File: config.mk
export PLATFORM = sky130hd
export DESIGN_NAME = key_pulse_conditioner
export DESIGN_NICKNAME = d
export VERILOG_FILES = /design/src/rtl/key_pulse_conditioner.sv
export SDC_FILE = /design/constraint.sdc
export NUM_CORES = 1
export LEC_CHECK = 0
export CELL_PAD_IN_SITES_DETAIL_PLACEMENT = 2
export CELL_PAD_IN_SITES_GLOBAL_PLACEMENT = 2
export CORE_ASPECT_RATIO = 2
export CORE_MARGIN = 2
export CORE_UTILIZATION = 35
export DETAILED_ROUTE_END_ITERATION = 16
export PLACE_DENSITY = 0.73
export SLEW_MARGIN = 20
export SYNTH_ARGS = -nofsm -noshare
export SYNTH_HDL_FRONTEND = slang
export SYNTH_SLANG_ARGS = --single-unit
File: constraint.sdc
create_clock -name clk -period 4.5 [get_ports clk]
set_clock_uncertainty 0.1 [all_clocks]
set_input_delay 0.675 -clock clk [delete_from_list [all_inputs] [get_ports clk]]
set_output_delay 0.675 -clock clk [all_outputs]
set_load 0.1 [all_outputs]
File: src/rtl/key_pulse_conditioner.sv
// Pushbutton conditioner: two-flop synchroniser, debounce FSM, registered press/release strobes.
// Optional auto-repeat of o_press while held is enabled by defining KEY_AUTOREPEAT_EN.
module key_pulse_conditioner #(
  parameter int DEBOUNCE_CYCLES      = 1000000,
  parameter int KEY_ACTIVE_LOW       = 1,
  parameter int REPEAT_DELAY_CYCLES  = 25000000,
  parameter int REPEAT_PERIOD_CYCLES = 5000000
) (
  input  logic clk,
  input  logic reset_n,
  input  logic i_key_raw,
  output logic o_level,
  output logic o_press,
  output logic o_release
);

  // o_press / o_release are one-cycle strobes with no back-pressure: the consumer must
  // sample them on every clock; o_level is the debounced pressed level.

  localparam int CW = $clog2(DEBOUNCE_CYCLES + 1);
  localparam logic [CW-1:0] CNT_DONE = CW'(DEBOUNCE_CYCLES - 2);

  typedef enum logic [1:0] {
    IDLE         = 2'd0,
    PRESS_WAIT   = 2'd1,
    HELD         = 2'd2,
    RELEASE_WAIT = 2'd3
  } state_t;

  state_t        state_q, state_d;
  logic [CW-1:0] cnt_q, cnt_d;
  logic          sync1_q, sync2_q;
  logic          key_pressed;
  logic          k_s;
  logic          level_q, level_d;
  logic          press_q, press_d;
  logic          release_q, release_d;
  logic          accept_press;
  logic          rep_fire;

  assign key_pressed = (KEY_ACTIVE_LOW != 0) ? ~i_key_raw : i_key_raw;
  assign k_s         = sync2_q;

  always_comb begin
    state_d      = state_q;
    cnt_d        = cnt_q;
    level_d      = level_q;
    release_d    = 1'b0;
    accept_press = 1'b0;
    case (state_q)
      IDLE: begin
        cnt_d = '0;
        if (k_s) state_d = PRESS_WAIT;
      end
      PRESS_WAIT: begin
        if (!k_s) begin
          state_d = IDLE;
          cnt_d   = '0;
        end else if (cnt_q == CNT_DONE) begin
          state_d      = HELD;
          cnt_d        = '0;
          accept_press = 1'b1;
          level_d      = 1'b1;
        end else begin
          cnt_d = cnt_q + CW'(1);
        end
      end
      HELD: begin
        cnt_d = '0;
        if (!k_s) state_d = RELEASE_WAIT;
      end
      RELEASE_WAIT: begin
        if (k_s) begin
          state_d = HELD;
          cnt_d   = '0;
        end else if (cnt_q == CNT_DONE) begin
          state_d   = IDLE;
          cnt_d     = '0;
          release_d = 1'b1;
          level_d   = 1'b0;
        end else begin
          cnt_d = cnt_q + CW'(1);
        end
      end
      default: begin
        state_d = IDLE;
        cnt_d   = '0;
      end
    endcase
  end

`ifdef KEY_AUTOREPEAT_EN
  localparam int REP_MAX = (REPEAT_DELAY_CYCLES > REPEAT_PERIOD_CYCLES) ?
                           REPEAT_DELAY_CYCLES : REPEAT_PERIOD_CYCLES;
  localparam int RCW = $clog2(REP_MAX + 1);
  localparam logic [RCW-1:0] REP_DLY = RCW'(REPEAT_DELAY_CYCLES - 1);
  localparam logic [RCW-1:0] REP_PER = RCW'(REPEAT_PERIOD_CYCLES - 1);

  logic [RCW-1:0] rep_cnt_q, rep_cnt_d;
  logic           rep_phase_q, rep_phase_d;

  // Repeat timer runs through HELD and RELEASE_WAIT; a release strobe wins over a repeat.
  always_comb begin
    rep_cnt_d   = rep_cnt_q;
    rep_phase_d = rep_phase_q;
    rep_fire    = 1'b0;
    if (accept_press) begin
      rep_cnt_d   = '0;
      rep_phase_d = 1'b0;
    end else if ((state_q == HELD || state_q == RELEASE_WAIT) && state_d != IDLE) begin
      if (rep_cnt_q == (rep_phase_q ? REP_PER : REP_DLY)) begin
        rep_fire    = 1'b1;
        rep_cnt_d   = '0;
        rep_phase_d = 1'b1;
      end else begin
        rep_cnt_d = rep_cnt_q + RCW'(1);
      end
    end else begin
      rep_cnt_d   = '0;
      rep_phase_d = 1'b0;
    end
  end

  always_ff @(posedge clk or negedge reset_n) begin
    if (!reset_n) begin
      rep_cnt_q   <= '0;
      rep_phase_q <= 1'b0;
    end else begin
      rep_cnt_q   <= rep_cnt_d;
      rep_phase_q <= rep_phase_d;
    end
  end
`else
  assign rep_fire = 1'b0;
`endif

  assign press_d = accept_press | rep_fire;

  always_ff @(posedge clk or negedge reset_n) begin
    if (!reset_n) begin
      sync1_q   <= 1'b0;
      sync2_q   <= 1'b0;
      state_q   <= IDLE;
      cnt_q     <= '0;
      level_q   <= 1'b0;
      press_q   <= 1'b0;
      release_q <= 1'b0;
    end else begin
      sync1_q   <= key_pressed;
      sync2_q   <= sync1_q;
      state_q   <= state_d;
      cnt_q     <= cnt_d;
      level_q   <= level_d;
      press_q   <= press_d;
      release_q <= release_d;
    end
  end

  assign o_level   = level_q;
  assign o_press   = press_q;
  assign o_release = release_q;

endmodule

==> impl_metrics.prom, run 1 <==
# TYPE chip_impl_metric gauge
chip_impl_info{name="timing.critical_path.to_type",value="primary output"} 1
chip_impl_metric{name="synthAdderAreaFrac",unit="%"} 1.92
chip_impl_metric{name="totalNegativeSetupSlack",unit="ns"} 0
chip_impl_metric{name="relSlewSlack",unit="%"} 34.4
chip_impl_metric{name="grt_overflow",unit=""} 0
chip_impl_metric{name="postPlaceCellArea",unit="um2"} 1410
chip_impl_metric{name="timing.final.max_slew_violations",unit=""} 0
chip_impl_metric{name="switching_share",unit="%"} 22.7
chip_impl_metric{name="grt_start_max_net_pins",unit=""} 28
chip_impl_metric{name="fp.coreArea",unit="um2"} 3610
chip_impl_metric{name="number_of_antenna_violations_at_the_first_check_in_global_routing",unit=""} 0
chip_impl_metric{name="ys_types",unit=""} 30
chip_impl_metric{name="post-place-ws",unit="ns"} 2.21
chip_impl_metric{name="synth_compound_gate_area_share",unit="%"} 7.47
chip_impl_metric{name="max_freq",unit="GHz"} 0.388
chip_impl_metric{name="grt_first_pass_wirelength",unit="mm"} 5.20
chip_impl_info{name="sink_of_the_worst_hold_path",value="k_s$_DFF_PN0_"} 1
chip_impl_metric{name="ant_nets",unit=""} 0
chip_impl_metric{name="worstMarginPinSlew",unit="ns"} 0.981
chip_impl_info{name="criticalPathCategory",value="reg2out"} 1
chip_impl_metric{name="via_count_of_the_first_global_routing_pass",unit=""} 1073
chip_impl_metric{name="number_of_buffers_added_by_the_clock_tree_synthesis_step",unit=""} 3
chip_impl_metric{name="flip_flop_and_latch_count_after_synthesis",unit=""} 27
chip_impl_metric{name="dpl.hpwl",unit="mm"} 2.24
chip_impl_metric{name="final.hold.worst_slack",unit="ns"} 0.279
chip_impl_metric{name="tritoncts_sinks",unit=""} 27
chip_impl_info{name="status",value="finished, final reports clean"} 1
chip_impl_metric{name="num-nets-final",unit=""} 141
chip_impl_metric{name="holdBufCountCts",unit=""} 0
chip_impl_metric{name="holdPathStages",unit=""} 0
chip_impl_info{name="cts_root_buf",value="clkbuf_8"} 1
chip_impl_metric{name="p_leak",unit="nW"} 0.570
chip_impl_metric{name="rows",unit=""} 31
chip_impl_metric{name="drcViolationCount",unit=""} 0
chip_impl_metric{name="vias",unit=""} 1020
chip_impl_metric{name="drt_pre_antenna_iters",unit=""} 2
chip_impl_info{name="final_cell_mix",value="dfrtp_1 (27), nor2_1 (15), o21ai_0 (8), xnor2_1 (8)"} 1
chip_impl_info{name="commonest_non_fill_non_tap_cell_in_the_layout",value="dfrtp_1"} 1
chip_impl_metric{name="period_share",unit="%"} 57.3
chip_impl_metric{name="insertedDiodeCount",unit=""} 0
chip_impl_metric{name="yosys_warnings",unit=""} 0
chip_impl_metric{name="wire_length_per_cell_after_detailed_routing",unit="um"} 16.5
chip_impl_metric{name="io-pin-count",unit=""} 6
chip_impl_metric{name="crit_arrival",unit="ns"} 1.80
chip_impl_metric{name="place_congestion",unit=""} 0.762
chip_impl_metric{name="layout.cell_area.non_filler",unit="um2"} 1460
chip_impl_metric{name="effective_utilization_at_floorplan",unit="%"} 36.2
chip_impl_metric{name="die_w",unit="um"} 47.2
chip_impl_metric{name="max-vdd-ir-drop",unit="mV"} 0.174
chip_impl_info{name="reg2reg_from",value="cnt_q[0]$_DFF_PN0_"} 1
chip_impl_metric{name="synth_fp_nets",unit=""} 132
chip_impl_metric{name="finalSetupViolCount",unit=""} 0
chip_impl_metric{name="track_usage",unit="%"} 16.8
chip_impl_metric{name="final_worst_path_period_need",unit="ns"} 2.58
chip_impl_metric{name="max-cap-violations",unit=""} 0
chip_impl_info{name="timing.rr.end",value="o_level$_DFFE_PN0P_"} 1
chip_impl_metric{name="clock_path_buffers",unit=""} 2
chip_impl_info{name="critPathTopFamily",value="buffers and inverters"} 1
chip_impl_metric{name="syn2layout_area_growth",unit="%"} 11.8
chip_impl_metric{name="finalHoldViolations",unit=""} 0
chip_impl_metric{name="dieArea",unit="um2"} 4270
chip_impl_info{name="setup_repair_after_global_routing_missed_its_margin",value="false"} 1
chip_impl_info{name="min-delay-path-class",value="reg2reg"} 1
chip_impl_metric{name="post_synthesis_share_of_cell_area_spent_on_and_or_nand_and_nor_gates",unit="%"} 26.8
chip_impl_metric{name="synth_seq_area_share",unit="%"} 51.7
chip_impl_metric{name="ctsHtreeMaxLevel",unit=""} 1
chip_impl_metric{name="syn_inst",unit=""} 127
chip_impl_metric{name="synth_area_per_cell",unit="um2"} 10.3
chip_impl_metric{name="crit_buf_inv",unit=""} 1
chip_impl_info{name="crit_path_cell_trace",value="clkdlybuf4s50_1"} 1
chip_impl_metric{name="final_critical_path_setup_slack",unit="ns"} 1.92
chip_impl_metric{name="post_synth_mux_area_share",unit="%"} 0
chip_impl_metric{name="netlist_area",unit="um2"} 1310
chip_impl_metric{name="internal_power",unit="mW"} 0.312
chip_impl_metric{name="buffer_ports.inserted",unit=""} 5
chip_impl_metric{name="share_clk_of_total_power",unit="%"} 35.4
chip_impl_metric{name="synth_xor_area_share",unit="%"} 8.72
chip_impl_metric{name="drt_wl_total",unit="mm"} 3.04
chip_impl_metric{name="cpPeakStageDelay",unit="ns"} 1.15
chip_impl_metric{name="post_cts_resized",unit=""} 0
chip_impl_metric{name="post_drt_via_cell_ratio",unit=""} 5.54
chip_impl_metric{name="insertion_delay",unit="ns"} 0.28
chip_impl_metric{name="power_frac_seq",unit="%"} 61.2
chip_impl_metric{name="reg2reg_path_depth",unit=""} 6
chip_impl_metric{name="worst_ep_required_time",unit="ns"} 3.72
chip_impl_metric{name="p_sw",unit="mW"} 0.0917
chip_impl_metric{name="starting_drt_drc_count",unit=""} 3
chip_impl_info{name="worst_hold_startpoint",value="sync1_q$_DFF_PN0_"} 1
chip_impl_metric{name="die_h",unit="um"} 90.4
chip_impl_metric{name="pwr-share-comb",unit="%"} 3.4
chip_impl_metric{name="path_clk_slew",unit="ns"} 0.09
chip_impl_info{name="slowest_stage",value="clkdlybuf4s50_1"} 1
chip_impl_metric{name="fraction_of_layout_instances_using_a_drive_strength_above_1",unit="%"} 11.1
chip_impl_metric{name="path_max_fanout",unit=""} 3
chip_impl_info{name="cts_tree",value="yes"} 1
chip_impl_info{name="combinational_family_with_the_most_area_after_synthesis",value="simple AND/OR/NAND/NOR gates"} 1
chip_impl_metric{name="power.density_cell_area",unit="nW/um2"} 276
chip_impl_info{name="critPathLaunchType",value="flip-flop"} 1
chip_impl_metric{name="post_cts_setup_buffer_count",unit=""} 0
chip_impl_metric{name="register_to_register_setup_slack",unit="ns"} 2.59
-- logic make-up after synthesis --
group / after synthesis
AO/OA/AOI/OAI: 17
XOR/XNOR: 13
flip-flops: 27
buffers and inverters: 9
adder cells (fa/ha/maj): 2
AND/OR/NAND/NOR: 59
-- cells in the mapped netlist, drive strengths merged --
cell type,n,area share (%)
a211o,1,0.67
a21boi,1,0.57
a21oi,6,2.6
and2,1,0.57
and3,3,1.6
and4,5,3.5
and4bb,2,1.9
buf,3,1.6
dfrtp,27,52
ha,2,1.9
inv,6,1.7
nand2,5,1.4
nand3,7,2.7
nand3b,1,0.57
nand4,7,3.4
nor2,15,4.3
nor3,1,0.38
nor3b,2,1.1
nor4,4,2.4
o211ai,1,0.57
o21ai,8,3.1
or2,1,0.48
or3,5,2.4
xnor2,8,5.4
xor2,5,3.4
-- worst max-delay path by stage --
stage | to | cells past startpoint | slack, ns | startpoint
6_report | o_level | 1 | 1.92 | o_level$_DFFE_PN0P_
5_1_grt | o_level | 1 | 1.87 | o_level$_DFFE_PN0P_
4_1_cts | o_level | 1 | 1.90 | o_level$_DFFE_PN0P_
3_5_place_dp | o_level | 1 | 2.21 | o_level$_DFFE_PN0P_
3_3_place_gp | o_level | 1 | 2.25 | o_level$_DFFE_PN0P_
2_1_floorplan | o_level$_DFFE_PN0P_ | 6 | 2.80 | cnt_q[0]$_DFF_PN0_
-- cell type report --
| cell class | count | area (um2) |
|---|---|---|
| multi-input combinational | 91 | 587 |
| sequential | 27 | 676 |
| inverter | 6 | 22.5 |
| fill | 421 | 2150 |
| clock buffer | 3 | 41.3 |
| timing repair buffer | 7 | 65.1 |
| tap | 49 | 61.3 |
| clock inverter | 1 | 7.51 |
-- registers in the layout, indices dropped and copies added (netlist names), named ones only --
| signal | count |
|---|---|
| o_press | 1 |
| cnt_q | 20 |
| o_level | 1 |
| o_release | 1 |
| sync1_q | 1 |
| k_s | 1 |
| state_q | 1 |
-- power groups by stage --
stage	logic (mW)	clock network, mW	registers (mW)
5_1_grt	0.0160	0.157	0.247
3_3_place_gp	0.0139	0	0.251
3_5_place_dp	0.0145	0	0.252
4_1_cts	0.0145	0.151	0.247
6_report	0.0137	0.143	0.247
2_1_floorplan	0.00507	0	0.251
-- layer usage --
metal / track usage [%] / share of wire [%] / vias to the layer above
met1: 19.6 / 38 / 535
met5: 0 / 0 / -
met3: 3.20 / 1.4 / 7
met4: 6.94 / 2.4 / 0
met2: 28.2 / 58 / 9
li1: - / - / 469
-- through the flow --
| stage | util, % | instances | power, mW |
|---|---|---|---|
| floorplan | - | 127 | 0.256 |
| global placement | 39.1 | 180 | 0.265 |
| detailed placement | 39.1 | 180 | 0.266 |
| CTS | 40.5 | 184 | 0.413 |
| global route | 40.5 | 184 | 0.420 |
| finish | 40.5 | 184 | 0.403 |
Power figures use the tool's default switching activity.
==> run 2, diff against run 1 <==
- CORE_UTILIZATION: 35 -> 34
- PLACE_DENSITY: 0.73 -> 0.74
- clock period: 4.5 -> 2.28 ns (I/O delays scaled with it)
==> run 2 against run 1 <==
Combinational power grew 100%; worst hold slack got worse by 0.012 ns; sequential cell count unchanged; clock power increased by 95%; utilization decreased by 0.64 points; largest cell class unchanged; sequential power is 97% higher; worst setup slack lost 1.5 ns; final area shrank 0.51%.
==> impl_metrics.prom, run 2 (synthesized netlist as in run 1, its figures left out) <==
# TYPE chip_impl_metric gauge
chip_impl_info{name="status",value="finished, final reports clean"} 1
chip_impl_metric{name="die_h",unit="um"} 91.7
chip_impl_info{name="critPathLaunchType",value="flip-flop"} 1
chip_impl_metric{name="drt_pre_antenna_iters",unit=""} 4
chip_impl_metric{name="effective_utilization_at_floorplan",unit="%"} 35.8
chip_impl_metric{name="place_congestion",unit=""} 0.772
chip_impl_metric{name="ctsHtreeMaxLevel",unit=""} 1
chip_impl_metric{name="post_drt_via_cell_ratio",unit=""} 5.42
chip_impl_metric{name="p_leak",unit="nW"} 0.576
chip_impl_metric{name="area_occupied_by_multi_input_gates",unit="um2"} 587
chip_impl_metric{name="path_max_fanout",unit=""} 6
chip_impl_metric{name="final_worst_path_period_need",unit="ns"} 1.89
chip_impl_metric{name="grt_start_max_net_pins",unit=""} 28
chip_impl_info{name="cts_root_buf",value="clkbuf_8"} 1
chip_impl_metric{name="insertion_delay",unit="ns"} 0.27
chip_impl_metric{name="period_share",unit="%"} 82.9
chip_impl_metric{name="clock_path_buffers",unit=""} 2
chip_impl_metric{name="largest_register_ff_count",unit=""} 20
chip_impl_info{name="cts_tree",value="yes"} 1
chip_impl_metric{name="die_w",unit="um"} 47.8
chip_impl_info{name="commonest_non_fill_non_tap_cell_in_the_layout",value="dfrtp_1"} 1
chip_impl_metric{name="starting_drt_drc_count",unit=""} 2
chip_impl_info{name="criticalPathCategory",value="reg2reg"} 1
chip_impl_metric{name="number_of_antenna_violations_at_the_first_check_in_global_routing",unit=""} 0
chip_impl_metric{name="max_freq",unit="GHz"} 0.529
chip_impl_metric{name="rows",unit=""} 31
chip_impl_metric{name="post_cts_resized",unit=""} 0
chip_impl_metric{name="max-vdd-ir-drop",unit="mV"} 0.290
chip_impl_metric{name="io-pin-count",unit=""} 6
chip_impl_metric{name="drcViolationCount",unit=""} 0
chip_impl_metric{name="final.fill_count",unit=""} 421
chip_impl_metric{name="cpPeakStageDelay",unit="ns"} 0.44
chip_impl_metric{name="track_usage",unit="%"} 17.1
chip_impl_info{name="setup_repair_after_global_routing_missed_its_margin",value="false"} 1
chip_impl_metric{name="finalSetupViolCount",unit=""} 0
chip_impl_metric{name="ant_nets",unit=""} 0
chip_impl_metric{name="wire_length_per_cell_after_detailed_routing",unit="um"} 17.3
chip_impl_metric{name="worstMarginPinSlew",unit="ns"} 0.421
chip_impl_metric{name="holdBufCountCts",unit=""} 0
chip_impl_metric{name="post_cts_setup_buffer_count",unit=""} 0
chip_impl_info{name="timing.critical_path.to_type",value="flip-flop"} 1
chip_impl_metric{name="dieArea",unit="um2"} 4380
chip_impl_metric{name="relSlewSlack",unit="%"} 71.7
chip_impl_metric{name="register_area",unit="um2"} 676
chip_impl_info{name="min-delay-path-class",value="reg2reg"} 1
chip_impl_metric{name="dpl.hpwl",unit="mm"} 2.36
chip_impl_metric{name="utilization",unit="%"} 39.8
chip_impl_metric{name="totalNegativeSetupSlack",unit="ns"} 0
chip_impl_metric{name="fp.coreArea",unit="um2"} 3650
chip_impl_metric{name="drt_wl_total",unit="mm"} 3.18
chip_impl_metric{name="syn2layout_area_growth",unit="%"} 11.2
chip_impl_metric{name="num-nets-final",unit=""} 141
chip_impl_metric{name="vias",unit=""} 997
chip_impl_metric{name="crit_arrival",unit="ns"} 1.95
chip_impl_metric{name="grt_first_pass_wirelength",unit="mm"} 5.50
chip_impl_info{name="slowest_stage",value="dfrtp_1"} 1
chip_impl_metric{name="fraction_of_layout_instances_using_a_drive_strength_above_1",unit="%"} 13.3
chip_impl_info{name="crit_path_cell_trace",value="inv_1, ha_1, and4bb_2, nand4_1, or2_1, a211o_1"} 1
chip_impl_metric{name="number_of_buffers_added_by_the_clock_tree_synthesis_step",unit=""} 3
chip_impl_metric{name="via_count_of_the_first_global_routing_pass",unit=""} 1103
chip_impl_metric{name="buffer_ports.inserted",unit=""} 5
chip_impl_metric{name="crit_buf_inv",unit=""} 1
chip_impl_metric{name="timing.final.max_slew_violations",unit=""} 0
chip_impl_metric{name="max-cap-violations",unit=""} 0
chip_impl_metric{name="power.density_cell_area",unit="nW/um2"} 546
chip_impl_info{name="critPathTopFamily",value="simple AND/OR/NAND/NOR gates"} 1
chip_impl_metric{name="worst_ep_required_time",unit="ns"} 2.34
chip_impl_info{name="max_flop_register",value="cnt_q"} 1
chip_impl_metric{name="insertedDiodeCount",unit=""} 0
chip_impl_info{name="final_cell_mix",value="dfrtp_1 (27), nor2_1 (15), o21ai_0 (8), xnor2_1 (8)"} 1
chip_impl_metric{name="finalHoldViolations",unit=""} 0
chip_impl_metric{name="tritoncts_sinks",unit=""} 27
chip_impl_metric{name="path_clk_slew",unit="ns"} 0.10
chip_impl_metric{name="grt_overflow",unit=""} 0
## run 2: stage by stage
stage	instance area, um2	hold slack, ns	power (mW)	std cells	setup slack (ns)
2_1_floorplan	1310	-0.0536	0.505	127	0.585
3_3_place_gp	1400	0.233	0.523	180	0.486
3_5_place_dp	1400	0.246	0.525	180	0.394
4_1_cts	1450	0.270	0.810	184	0.376
5_1_grt	1450	0.276	0.833	184	0.248
6_report	1450	0.267	0.794	184	0.390
## run 2: worst paths after layout
path | startpoint | endpoint | slack, ns | cells after the start
min in group asynchronous | reset_n | cnt_q[15]$_DFF_PN0_ | 0.34 | 2
worst max register to register | cnt_q[0]$_DFF_PN0_ | o_level$_DFFE_PN0P_ | 0.39 | 6
worst min-delay path | sync1_q$_DFF_PN0_ | k_s$_DFF_PN0_ | 0.27 | 0
max in group asynchronous | reset_n | k_s$_DFF_PN0_ | 1.47 | 2
worst min register to register | sync1_q$_DFF_PN0_ | k_s$_DFF_PN0_ | 0.27 | 0
worst max-delay path | cnt_q[0]$_DFF_PN0_ | o_level$_DFFE_PN0P_ | 0.39 | 6
## run 2: power breakdown
group	total [mW]	leakage, nW	internal, mW	switching [mW]
Clock	0.279	0.0217	0.124	0.155
Sequential	0.487	0.369	0.483	0.00397
Combinational	0.0274	0.185	0.00824	0.0191
Total	0.794	0.576	0.615	0.179
## run 2: routing by layer
metal | GRT usage, % | share of wire, % | wire length [um]
met3 | 1.77 | 0.91 | 29
met4 | 4.05 | 0.72 | 23
met1 | 18.9 | 37 | 1170
met2 | 31.8 | 61 | 1950
met5 | 0 | 0 | 0
## run 2: cell type report
class / instances / share of cell area, %
Sequential cell: 27 / 46.5
Inverter: 6 / 1.55
Multi-Input combinational cell: 91 / 40.4
Clock inverter: 1 / 0.517
Tap cell: 49 / 4.22
Clock buffer: 3 / 2.84
Timing Repair Buffer: 7 / 3.96
## run 2: worst reg2reg max path, delay by kind of cell, from the launching register on
family | cells | cell delay (ns)
fa+ha+maj | 1 | 0.15
compound gates | 1 | 0.31
simple gates | 3 | 0.71
buf+inv | 1 | 0.09
flops | 1 | 0.44
